File: src/rtl/crc_engine_if.sv
// Handshake bundle for crc_engine: word input stream and registered CRC result.
interface crc_engine_if #(
  parameter int unsigned DATA_W = 8,
  parameter int unsigned CRC_W  = 8
);
  logic              in_valid;
  logic              in_ready;
  logic [DATA_W-1:0] in_data;
  logic              in_first;
  logic              in_last;
  logic              out_valid;
  logic              out_ready;
  logic [CRC_W-1:0]  crc_out;
  logic              crc_ok;

  modport master (
    output in_valid, in_data, in_first, in_last, out_ready,
    input  in_ready, out_valid, crc_out, crc_ok
  );

  modport slave (
    input  in_valid, in_data, in_first, in_last, out_ready,
    output in_ready, out_valid, crc_out, crc_ok
  );
endinterface

File: src/rtl/crc_engine.sv
// Streaming CRC generator/checker: BPC bits per clock, MSB-first from the word buffer,
// framed words in over valid/ready, final CRC and residue check out over valid/ready.
module crc_engine #(
  parameter int unsigned      CRC_W       = 8,
  parameter logic [CRC_W-1:0] POLY        = 'h07,
  parameter logic [CRC_W-1:0] INIT        = 'h00,
  parameter logic [CRC_W-1:0] XOR_OUT     = 'h00,
  parameter bit               REFLECT_IN  = 1'b0,
  parameter bit               REFLECT_OUT = 1'b0,
  parameter logic [CRC_W-1:0] RESIDUE     = 'h00,
  parameter int unsigned      DATA_W      = 8,
  parameter int unsigned      BPC         = 8
) (
  input logic         clk,
  input logic         reset_n,
  crc_engine_if.slave bus
);

  if (CRC_W < 3 || CRC_W > 32) begin : g_bad_crc_w
    $error("crc_engine: CRC_W must be in 3..32");
  end
  if (BPC < 1 || BPC > DATA_W) begin : g_bad_bpc_range
    $error("crc_engine: BPC must be in 1..DATA_W");
  end else if (DATA_W % BPC != 0) begin : g_bad_bpc_div
    $error("crc_engine: DATA_W must be a multiple of BPC");
  end

  localparam int unsigned STEPS = DATA_W / BPC;
  localparam int unsigned CNT_W = $clog2(STEPS + 1);

  typedef enum logic [1:0] {
    S_IDLE,
    S_SHIFT,
    S_DONE
  } state_t;

  state_t            state_q;
  logic [CRC_W-1:0]  crc_q;
  logic [DATA_W-1:0] buf_q;
  logic [CNT_W-1:0]  cnt_q;
  logic              last_q;
  logic              out_valid_q;
  logic [CRC_W-1:0]  crc_out_q;
  logic              crc_ok_q;

  logic [CRC_W-1:0]  crc_d;
  logic [CRC_W-1:0]  crc_out_d;
  logic [DATA_W-1:0] word_d;

  function automatic logic [CRC_W-1:0] crc_step(input logic [CRC_W-1:0] c_in,
                                                input logic [BPC-1:0]   bits);
    logic [CRC_W-1:0] c;
    logic             fb;
    c = c_in;
    for (int unsigned i = 0; i < BPC; i++) begin
      fb = c[CRC_W-1] ^ bits[BPC-1-i];
      c  = {c[CRC_W-2:0], 1'b0} ^ (fb ? POLY : '0);
    end
    return c;
  endfunction

  function automatic logic [DATA_W-1:0] rev_data(input logic [DATA_W-1:0] v);
    logic [DATA_W-1:0] r;
    for (int unsigned i = 0; i < DATA_W; i++) r[i] = v[DATA_W-1-i];
    return r;
  endfunction

  function automatic logic [CRC_W-1:0] rev_crc(input logic [CRC_W-1:0] v);
    logic [CRC_W-1:0] r;
    for (int unsigned i = 0; i < CRC_W; i++) r[i] = v[CRC_W-1-i];
    return r;
  endfunction

  always_comb begin
    crc_d     = crc_step(crc_q, buf_q[DATA_W-1 -: BPC]);
    crc_out_d = (REFLECT_OUT ? rev_crc(crc_d) : crc_d) ^ XOR_OUT;
    word_d    = REFLECT_IN ? rev_data(bus.in_data) : bus.in_data;
  end

  // Result registers are loaded from the final step's combinational value so they
  // are valid in the same cycle the FSM enters DONE.
  always_ff @(posedge clk or negedge reset_n) begin
    if (!reset_n) begin
      state_q     <= S_IDLE;
      crc_q       <= INIT;
      buf_q       <= '0;
      cnt_q       <= '0;
      last_q      <= 1'b0;
      out_valid_q <= 1'b0;
      crc_out_q   <= '0;
      crc_ok_q    <= 1'b0;
    end else begin
      unique case (state_q)
        S_IDLE: begin
          if (bus.in_valid) begin
            buf_q   <= word_d;
            last_q  <= bus.in_last;
            cnt_q   <= CNT_W'(STEPS);
            state_q <= S_SHIFT;
            if (bus.in_first) crc_q <= INIT;
          end
        end
        S_SHIFT: begin
          crc_q <= crc_d;
          buf_q <= buf_q << BPC;
          cnt_q <= cnt_q - 1'b1;
          if (cnt_q == CNT_W'(1)) begin
            if (last_q) begin
              state_q     <= S_DONE;
              out_valid_q <= 1'b1;
              crc_out_q   <= crc_out_d;
              crc_ok_q    <= (crc_d == RESIDUE);
            end else begin
              state_q <= S_IDLE;
            end
          end
        end
        S_DONE: begin
          if (bus.out_ready) begin
            out_valid_q <= 1'b0;
            crc_q       <= INIT;
            state_q     <= S_IDLE;
          end
        end
        default: state_q <= S_IDLE;
      endcase
    end
  end

  assign bus.in_ready  = (state_q == S_IDLE);
  assign bus.out_valid = out_valid_q;
  assign bus.crc_out   = crc_out_q;
  assign bus.crc_ok    = crc_ok_q;

endmodule

File: src/flat_wrapper.sv
// flat-port wrapper written by rule: the top's interface ports become plain ports
module crc_engine_flat 
#(
  parameter int unsigned      CRC_W       = 8,
  parameter logic [CRC_W-1:0] POLY        = 'h07,
  parameter logic [CRC_W-1:0] INIT        = 'h00,
  parameter logic [CRC_W-1:0] XOR_OUT     = 'h00,
  parameter bit               REFLECT_IN  = 1'b0,
  parameter bit               REFLECT_OUT = 1'b0,
  parameter logic [CRC_W-1:0] RESIDUE     = 'h00,
  parameter int unsigned      DATA_W      = 8,
  parameter int unsigned      BPC         = 8
)
  (clk, reset_n, bus_in_valid, bus_in_data, bus_in_first, bus_in_last, bus_out_ready, bus_in_ready, bus_out_valid, bus_crc_out, bus_crc_ok);
  crc_engine_if #(.DATA_W(DATA_W), .CRC_W(CRC_W)) bus_i ();
  input logic clk;
  input logic reset_n;
  input wire logic [$bits(bus_i.in_valid)-1:0] bus_in_valid;
  input wire logic [$bits(bus_i.in_data)-1:0] bus_in_data;
  input wire logic [$bits(bus_i.in_first)-1:0] bus_in_first;
  input wire logic [$bits(bus_i.in_last)-1:0] bus_in_last;
  input wire logic [$bits(bus_i.out_ready)-1:0] bus_out_ready;
  output wire logic [$bits(bus_i.in_ready)-1:0] bus_in_ready;
  output wire logic [$bits(bus_i.out_valid)-1:0] bus_out_valid;
  output wire logic [$bits(bus_i.crc_out)-1:0] bus_crc_out;
  output wire logic [$bits(bus_i.crc_ok)-1:0] bus_crc_ok;
  assign bus_i.in_valid = bus_in_valid;
  assign bus_i.in_data = bus_in_data;
  assign bus_i.in_first = bus_in_first;
  assign bus_i.in_last = bus_in_last;
  assign bus_i.out_ready = bus_out_ready;
  assign bus_in_ready = bus_i.in_ready;
  assign bus_out_valid = bus_i.out_valid;
  assign bus_crc_out = bus_i.crc_out;
  assign bus_crc_ok = bus_i.crc_ok;
  crc_engine #(.CRC_W(CRC_W), .POLY(POLY), .INIT(INIT), .XOR_OUT(XOR_OUT), .REFLECT_IN(REFLECT_IN), .REFLECT_OUT(REFLECT_OUT), .RESIDUE(RESIDUE), .DATA_W(DATA_W), .BPC(BPC)) u_core (.clk(clk), .reset_n(reset_n), .bus(bus_i));
endmodule
File: config.mk
export PLATFORM = sky130hd
export DESIGN_NAME = crc_engine_flat
export DESIGN_NICKNAME = d
export VERILOG_FILES = /design/src/rtl/crc_engine_if.sv /design/src/rtl/crc_engine.sv /design/src/flat_wrapper.sv
export SDC_FILE = /design/constraint.sdc
export NUM_CORES = 1
export LEC_CHECK = 0
export BUFFER_PORTS_ARGS = -buffer_cell sky130_fd_sc_hd__buf_2
export CORE_ASPECT_RATIO = 1.75
export CORE_UTILIZATION = 44
export CTS_BUF_LIST = sky130_fd_sc_hd__clkbuf_8
export DETAILED_ROUTE_END_ITERATION = 7
export GPL_TIMING_DRIVEN = 0
export PLACE_DENSITY = 0.66
export SETUP_SLACK_MARGIN = 0.05
export SYNTH_ARGS = -nofsm -noshare
export SYNTH_HDL_FRONTEND = slang
export SYNTH_SLANG_ARGS = --single-unit
File: constraint.sdc
create_clock -name clk -period 2.99 [get_ports clk]
set_input_delay 0.598 -clock clk [delete_from_list [all_inputs] [get_ports clk]]
set_output_delay 0.598 -clock clk [all_outputs]
set_load 0.03 [all_outputs]
# [Word-level counts from Yosys, hierarchy flattened]
# Index checks and enable logic that the tools add are counted.
[totals] regBits=30 latch_bits=0 ramBits=0 mem_bits_ro=0 in_bits=14 out_inout_bits=11 wordCells=68 mem_count=0
[op_classes] n_addsub=1 multipliers=0 div_mod_pow=0 order_cmp=0 eq_ne=7 shift=0 muxes=25 bitwise=16 reduce_logical=11
[op_table] op="8-bit bitwise XOR" count=8
[op_table] op="8-bit 2-to-1 mux" count=4
[op_table] op="3-bit 2-to-1 mux" count=8
[op_table] op="8-bit one-hot mux with 3 select lines" count=1
[op_table] op="8-bit one-hot mux with 2 select lines" count=1
[op_table] op="8-bit zero test" count=1
[op_table] op="2-bit 2-to-1 mux" count=4
[op_table] op="4-bit AND reduction" count=2
[op_table] op="1-bit bitwise XOR" count=8
[op_table] op="2-bit inequality test (second input constant)" count=3
[op_table] op="2-bit one-hot mux with 3 select lines" count=1
[op_table] op="3-bit AND reduction" count=2
[op_table] op="1-bit 2-to-1 mux" count=4
[op_table] op="2-bit by 1-bit inequality test with 1-bit output (second input constant)" count=2
[op_table] op="1-bit one-hot mux with 2 select lines" count=2
[op_table] op="2-bit AND reduction" count=2
[op_table] op="2-bit nonzero test" count=2
[op_table] op="3-bit nonzero test" count=1
[op_table] op="2-bit by 1-bit == test with 1-bit output (second input constant)" count=1
[op_table] op="2-bit == test (second input constant)" count=1
[op_table] op="2-bit zero test" count=1
[op_table] op="1-bit subtractor (second input constant)" count=1

# [Logic depth before layout (Yosys ltp)]
# Gate-level depths: netlist of run 1.
[logic_depth] ltp_word=25 depth_mapped=6 ltp_nobuf=5

# [Least setup slack after synthesis of run 1]
# Ideal clock, no wire load.
[synth_timing] path_kind="register -> register" from="reg u_core.buf_q[7]" to="reg u_core.crc_out_q[1], in the netlist u_core.bus.crc_out[1]" setup_time_ps=125 arrival_time_ps=1639 t_required_ps=2865 setup_slack_ps=1226 path_stages_with_launch=5 n_path_buf=0 synth_period_minus_slack_ps=1764 cell_sequence="dfrtp_1 xor2_1 xnor3_2 ha_1 mux2_2"
[synth_between] elab_chain_len=12 word_cells_on_any_way=14 cone_classes="mux (3); bitwise (11)"
[synth_rtl] element="start: declaration" line="crc_engine.sv:39" text="logic [DATA_W-1:0] buf_q;"
[synth_rtl] element="start signal: assignment" line="crc_engine.sv:96" text="buf_q <= word_d;"
[synth_rtl] element="start signal: assignment" line="crc_engine.sv:105" text="buf_q <= buf_q << BPC;"
[synth_rtl] element="1-bit bitwise XOR (*)" line="crc_engine.sv:56" text="fb = c[CRC_W-1] ^ bits[BPC-1-i];"
[synth_rtl] element="3-bit 2-to-1 mux (*)" line="crc_engine.sv:57" text="c = {c[CRC_W-2:0], 1'b0} ^ (fb ? POLY : '0);"
[synth_rtl] element="8-bit bitwise XOR (*) (6 in series)" line="crc_engine.sv:57"
[synth_rtl] element="1-bit bitwise XOR / 8-bit bitwise XOR (equally long branches)" line="crc_engine.sv:56, crc_engine.sv:57"
[synth_rtl] element="3-bit 2-to-1 mux / 1-bit bitwise XOR (equally long branches)" line="crc_engine.sv:57, crc_engine.sv:56"
[synth_rtl] element="8-bit bitwise XOR (*) (2 in series)" line="crc_engine.sv:57"
[synth_rtl] element="via u_core.crc_d[1]" line="crc_engine.sv:46" text="logic [CRC_W-1:0] crc_d;"
[synth_rtl] element="end signal: assignment" line="crc_engine.sv:111" text="crc_out_q <= crc_out_d;"
[synth_rtl] element="end: declaration" line="crc_engine.sv:43" text="logic [CRC_W-1:0] crc_out_q;"
# The timed path passes the listed nets; every way through them passes the cells marked *.
# A chain may end at the register's enable or synchronous reset.

# [Final worst setup path of run 1]
# Ends and elaborated chain as after synthesis.

==> key figures, run 1 <==
Yosys
  – Largest family of logic cells by synthesized area: XOR/XNOR gates
  – Ys flop type: dfrtp_1
  – Share of flip-flops with an asynchronous set or reset: 100%
  – Adder-Cell Fraction of Synth Area: 0.845%
  – Post-Syn Area per Cell: 10.1 sq um
  – Synthesized Nets: 162
  – Synth Area in XOR/XNOR: 15.5%
  – Synth Warn #: 0
  – Simple-gate share of the synthesized area: 14.5%
  – FF+latch count, synth: 30
  – Synth cell types: 28
  – Post-synthesis cell area: 1480 sq um
  – Cells after Synth: 147
  – Post-synthesis sequential area ratio: 50.7%
  – Compound-Gate Fraction of Synth Area: 14.0%
  – Multiplexer area fraction after synthesis: 2.20%
  – EDFF count, synth: 0

Clock tree
  – CTS Buf Count: 5
  – CTS Root Cell: clkbuf_8
  – Post-CTS Resized: 0
  – Clock Path Buffers: 2
  – Clock-pin slew of the registers on the worst-case setup and hold paths: 0.06 ns
  – Htree depth: 2
  – Post-CTS setup buffers: 0
  – Worst skew pair latency: 0.28 ns
  – # hold bufs at CTS: 0
  – CTS tree: done
  – # clock sinks: 30

Die
  – Initial core utilization: 46.6%
  – DIE AREA: 3610 sq um
  – Die width: 45.8 um
  – # rows: 27
  – I/O pin count: 25
  – Die Ht: 78.7 um
  – Core Box Area: 3180 sq um

Routing
  – Detailed Routing Iterations Pass 1: 4
  – Via count: 1115
  – Routed length per instance: 13.2 um
  – Count of antenna-violating nets left after detailed routing: 0
  – Via-per-instance ratio: 5.02
  – Detailed-route DRC error count: 0
  – Number of DRC markers in iteration 0: 13
  – Routed WL: 2930 um

Place
  – Post-Place Cells: 214
  – I/O Buffers: 24
  – RePlAce Congestion: 0.763
  – Placement Cell Area: 1650 sq um
  – Placed wire-length estimate: 2230 um

STA
  – Worst-Margin Slew: 0.646 ns
  – RSZ-0062 raised after global routing: false
  – Final hold vios: 0
  – Setup TNS Final: 0 ns
  – Period minus WS final: 1.95 ns
  – Max Freq: 512 MHz
  – Relative slew slack: 56.9%
  – Final Slew Violations: 0
  – Setup Skew: 0.00238 ns
  – Post-route clock period utilization: 65.4%
  – Final Setup Violations: 0

Layout
  – Diode count: 0
  – Commonest non-fill, non-tap cell in the layout: dfrtp_1
  – Layout cells sized above 1: 20.7%
  – Fin area: 1750 sq um
  – Synthesis-to-layout area growth: 17.9%
  – Leading cell types in the layout, fill and taps excluded: 30 x dfrtp_1, 24 x nand2_1, 24 x buf_2
  – Non-Filler Instances: 222
  – Nets: 193
  – Layout filler cell count: 314
  – Post-layout util: 55.0%

Worst setup path
  – CP top delay family: XOR/XNOR gates
  – CP max-delay cell: xnor3_2
  – WP data required: 3.16 ns
  – CP Capture Type: register
  – R2R Setup Slk: 1.04 ns
  – Critical path peak fanout: 6
  – Crit path kind: register to register
  – Buf+Inv Stages, Crit Path: 0
  – Critical Path AT: 2.12 ns
  – CP cell instances: xor2_1 -> xnor3_2 -> ha_1 -> mux2_2
  – CP max stage delay: 0.53 ns
  – CP Launch Type: register

Global routing
  – Gr ovfl total: 0
  – Largest net degree at the start of global routing: 31
  – First-pass GRT wire length: 5170 um
  – GRT Overall Usage: 20.4%
  – Initial antenna violation count: 0
  – Vias in the first global route: 1115

Status
  – Status: finished, final reports clean

Min path
  – HP Class: input pin to async pin

Job
  – Max Cap Viol: 0
-- layout make-up --
| cell class | count | area, sq um | share of cell area [%] |
|---|---|---|---|
| Sequential cell | 30 | 751 | 43.0 |
| Multi-Input combinational cell | 108 | 696 | 39.9 |
| Timing Repair Buffer | 24 | 120 | 6.88 |
| Clock buffer | 6 | 82.6 | 4.73 |
| Tap cell | 43 | 53.8 | 3.08 |
| Buffer | 5 | 18.8 | 1.08 |
| Inverter | 4 | 15.0 | 0.860 |
| Clock inverter | 2 | 8.76 | 0.502 |
-- synthesized netlist by cell type, drive strengths merged, types with 4 or more instances --
master | count | area, sq um
clkbuf | 4 | 15.0
dfrtp | 30 | 751
o21ai | 22 | 110
xnor2 | 18 | 165
nor2b | 9 | 56.3
a21oi | 9 | 45.0
inv | 4 | 15.0
nor2 | 4 | 15.0
nand2 | 24 | 90.1
-- path summary, 6_finish.rpt --
| kind | startpoint | cells past startpoint | endpoint |
|---|---|---|---|
| worst max-delay path | u_core.buf_q[7] | 4 | u_core.bus.crc_out[1] |
| worst min-delay path | reset_n | 1 | u_core.bus.crc_out[5] |
| worst max register to register | u_core.buf_q[7] | 4 | u_core.bus.crc_out[1] |
| worst min register to register | u_core.bus.crc_out[3] | 2 | u_core.bus.crc_out[3] |
| max in group asynchronous | reset_n | 1 | u_core.crc_q[5] |
| min in group clk | u_core.bus.crc_out[3] | 2 | u_core.bus.crc_out[3] |
-- state kept, by name, summed over array words and instances (netlist names) --
register	flops
u_core.bus.out_valid	1
u_core.last_q	1
u_core.state_q	2
u_core.bus.crc_out	8
u_core.crc_q	8
u_core.bus.crc_ok	1
u_core.cnt_q	1
u_core.buf_q	8
-- stage by stage --
step	hold slack (ns)	worst slack (ns)
floorplan	0.302	1.23
detailed placement	0.465	1.06
CTS	0.360	1.05
finish	0.338	1.04
global placement	0.457	1.10
global route	0.388	0.862
-- metal layers --
metal  GRT usage [%]  up-vias  wire length (um)
li1                -      552                 -
met1            23.9      525              1150
met2            32.7       32              1570
met3            5.45        6               125
met4            10.6        0                82
met5               0        -                 0
-- cell families (layout without fill, tap and decap cells) --
logic type               count (synthesis)  in the layout
flip-flops                              30             30
AO/OA/AOI/OAI                           37             37
AND/OR/NAND/NOR                         45             45
adder cells (fa/ha/maj)                  1              1
multiplexers                             3              3
buffers and inverters                    9             41
XOR/XNOR                                22             22
Power of run 1 is left out: the tool's default activity adds up to more than one toggle a clock period on the data nets, which glitch-free logic cannot reach.
==> inputs of run 2 (changes only) <==
- ABC_AREA: default -> 1
- clock period: 2.99 -> 2 ns (I/O delays scaled with it)
==> run 2 against run 1 <==
The run now ends with DRC left; clock skew up 0.0026 ns; area after synthesis grew 4.0%; synthesized cell count is 31% higher; global-route usage grew 0.11 points; count of clock-buffer cells in the layout is the same; critical path depth down 1; sequential share of layout area down 1.1 points; highest routed layer unchanged.
==> key figures, run 2 <==
Status
  – Status: complete, but fails checks
  – Failing checks: DRC

Worst setup path
  – WP data required: 1.60 ns (-1.56 ns)
  – Crit path kind: register to output pin
  – Critical path peak fanout: 10 (+4)
  – CP Capture Type: output pin
  – Critical Path AT: 1.24 ns (-0.88 ns)
  – CP Launch Type: register

STA
  – RSZ-0062 raised after global routing: false
  – Relative slew slack: 57.3% (+0.40 points)
  – Setup Skew: 0.00498 ns (+0.00260 ns)
  – Post-route clock period utilization: 81.9%
  – Final hold vios: 0 (unchanged)
  – Worst-Margin Slew: 0.640 ns (-0.00596 ns)
  – Final Setup Violations: 0 (unchanged)
  – Setup TNS Final: 0 ns (unchanged)
  – Period minus WS final: 1.64 ns
  – Max Freq: 610 MHz
  – Final worst slack: 0.362 ns (-0.674 ns)
  – Final Slew Violations: 0 (unchanged)

Yosys
  – Count leader, synth: nand2_1
  – Synth Warn #: 0 (unchanged)
  – Ys flop type: dfrtp_1
  – FF+latch count, synth: 30 (unchanged)
  – Post-synthesis sequential area ratio: 48.8% (-1.9 points)
  – Yosys top cell area share: 48.8% (-1.9 points)
  – Cells after Synth: 193 (+31%)
  – Most frequent cells after synthesis: 75 x nand2_1, 30 x dfrtp_1, 16 x inv_1
  – Dominant cell type by area after synthesis: dfrtp_1
  – Share of flip-flops with an asynchronous set or reset: 100% (unchanged)
  – EDFF count, synth: 0 (unchanged)
  – Post-Syn Area per Cell: 7.97 sq um (-21%)
  – Post-synthesis cell area: 1540 sq um (+4.0%)
  – Synthesized Nets: 208 (+28%)
  – Synth cell types: 27 (-3.6%)
  – Top post-synthesis cells by area: dfrtp_1 49%, nand2_1 18%, nand3_1 4.2%, o21ai_0 3.9%, inv_1 3.9%

Routing
  – Number of DRC markers in iteration 0: 30 (+17)
  – Routed WL: 3100 um (+5.9%)
  – Routed length per instance: 11.6 um (-12%)
  – Via count: 1298 (+16%)
  – Detailed-route DRC error count: 1 (+1)
  – Count of antenna-violating nets left after detailed routing: 0 (unchanged)
  – Detailed Routing Iterations Pass 1: 6 (+2)
  – Via-per-instance ratio: 4.86 (-3.2%)

Global routing
  – Initial antenna violation count: 0 (unchanged)
  – Gr ovfl total: 0 (unchanged)
  – Largest net degree at the start of global routing: 31 (unchanged)
  – GRT Overall Usage: 20.5% (+0.11 points)
  – First-pass GRT wire length: 5400 um (+4.4%)
  – Vias in the first global route: 1259 (+13%)

Clock tree
  – CTS Buf Count: 5 (unchanged)
  – Htree depth: 2 (unchanged)
  – CTS tree: done
  – # clock sinks: 30 (unchanged)
  – # hold bufs at CTS: 0 (unchanged)
  – Worst skew pair latency: 0.28 ns (about the same)
  – Post-CTS Resized: 0 (unchanged)
  – Clock Path Buffers: 2 (unchanged)
  – CTS Root Cell: clkbuf_8
  – Clock-pin slew of the registers on the worst-case setup and hold paths: 0.06 ns (about the same)
  – Post-CTS setup buffers: 0 (unchanged)

Place
  – DP Worst Slack: 0.491 ns (-0.567 ns)
  – RePlAce Congestion: 0.843 (+10%)
  – Placement Cell Area: 1710 sq um (+3.4%)
  – Placed wire-length estimate: 2410 um (+8.0%)
  – I/O Buffers: 23 (-4.2%)

Die
  – # rows: 28 (+3.7%)
  – Initial core utilization: 45.8% (-0.85 points)
  – Die Ht: 80.2 um (+1.9%)
  – Core Box Area: 3360 sq um (+5.9%)
  – DIE AREA: 3750 sq um (+3.8%)
  – I/O pin count: 25 (unchanged)
  – Die width: 46.7 um (+1.9%)

Layout
  – Layout filler cell count: 354 (+13%)
  – Synthesis-to-layout area growth: 16.5%
  – FF/Latch Area: 751 sq um (unchanged)
  – Commonest non-fill, non-tap cell in the layout: nand2_1
  – Nets: 238 (+23%)
  – Fin area: 1790 sq um (+2.7%)
  – Multi-input logic area: 681 sq um (-2.2%)
  – Diode count: 0 (unchanged)
  – Layout cells sized above 1: 23.0% (+2.3 points)
  – Leading cell types in the layout, fill and taps excluded: 75 x nand2_1, 30 x dfrtp_1, 25 x buf_2
  – Post-layout util: 53.3% (-1.7 points)

Job
  – Max Cap Viol: 0 (unchanged)

Min path
  – HP Class: input pin to async pin
## run 2: changes by cell type after synthesis, moves of 6 or more
cell     change
a21oi_1      -8
inv_1       +12
inv_2        +7
nand2_1     +51
nand2_2      +6
nand3_1     +11
nor2b_1      -9
o21ai_0     -10
xnor2_1     -15
## run 2: area by class of cell
class                   count  area share (%)
inverters                  23            4.82
plain buffers               3            1.19
flip-flops and latches     30            41.9
repair buffers             23            6.42
clock buffers               6            4.61
well taps                  45            3.14
multi-input cells         137            38.0
## run 2: metal layers
layer  part of all wire (%)  GRT usage, %  wire length, um
met1                     42          22.2             1290
met2                     53          35.0             1650
met3                    3.1          6.07               97
met4                    2.1          9.14               64
met5                      0             0                0
## run 2: path summary, 6_finish.rpt
path	startpoint	to	slack (ns)	cells after the start
max in group asynchronous	reset_n	u_core.bus.out_valid	1.44	1
min in group clk	bus_out_ready	u_core.state_q[1]	0.34	2
worst max register to register	u_core.buf_q[7]	u_core.crc_q[1]	0.48	10
worst min-delay path	reset_n	u_core.crc_q[5]	0.15	1
worst max-delay path	u_core.state_q[0]	bus_in_ready	0.36	3
worst min register to register	u_core.bus.crc_out[3]	u_core.bus.crc_out[3]	0.48	2
## run 2: through the flow
stage	hold slack, ns	cells
2_1_floorplan	0.104	193
3_3_place_gp	0.461	261
3_5_place_dp	0.457	261
4_1_cts	0.160	267
5_1_grt	0.196	267
6_report	0.145	267
## run 2: cells by family after synthesis
group	share of synthesized area, %
AND/OR/NAND/NOR	29.2
flip-flops	48.8
AO/OA/AOI/OAI	10.7
buffers and inverters	6.99
XOR/XNOR	2.85
multiplexers	0.732
adder cells (fa/ha/maj)	0.813
## run 2: critical path, cell delays in order, from the launching register on
cell and delay [ns]:
dfrtp_1 0.46, nor2_4 0.14, buf_6 0.16, buf_2 0.20
Power of run 2 is left out for the same reason.
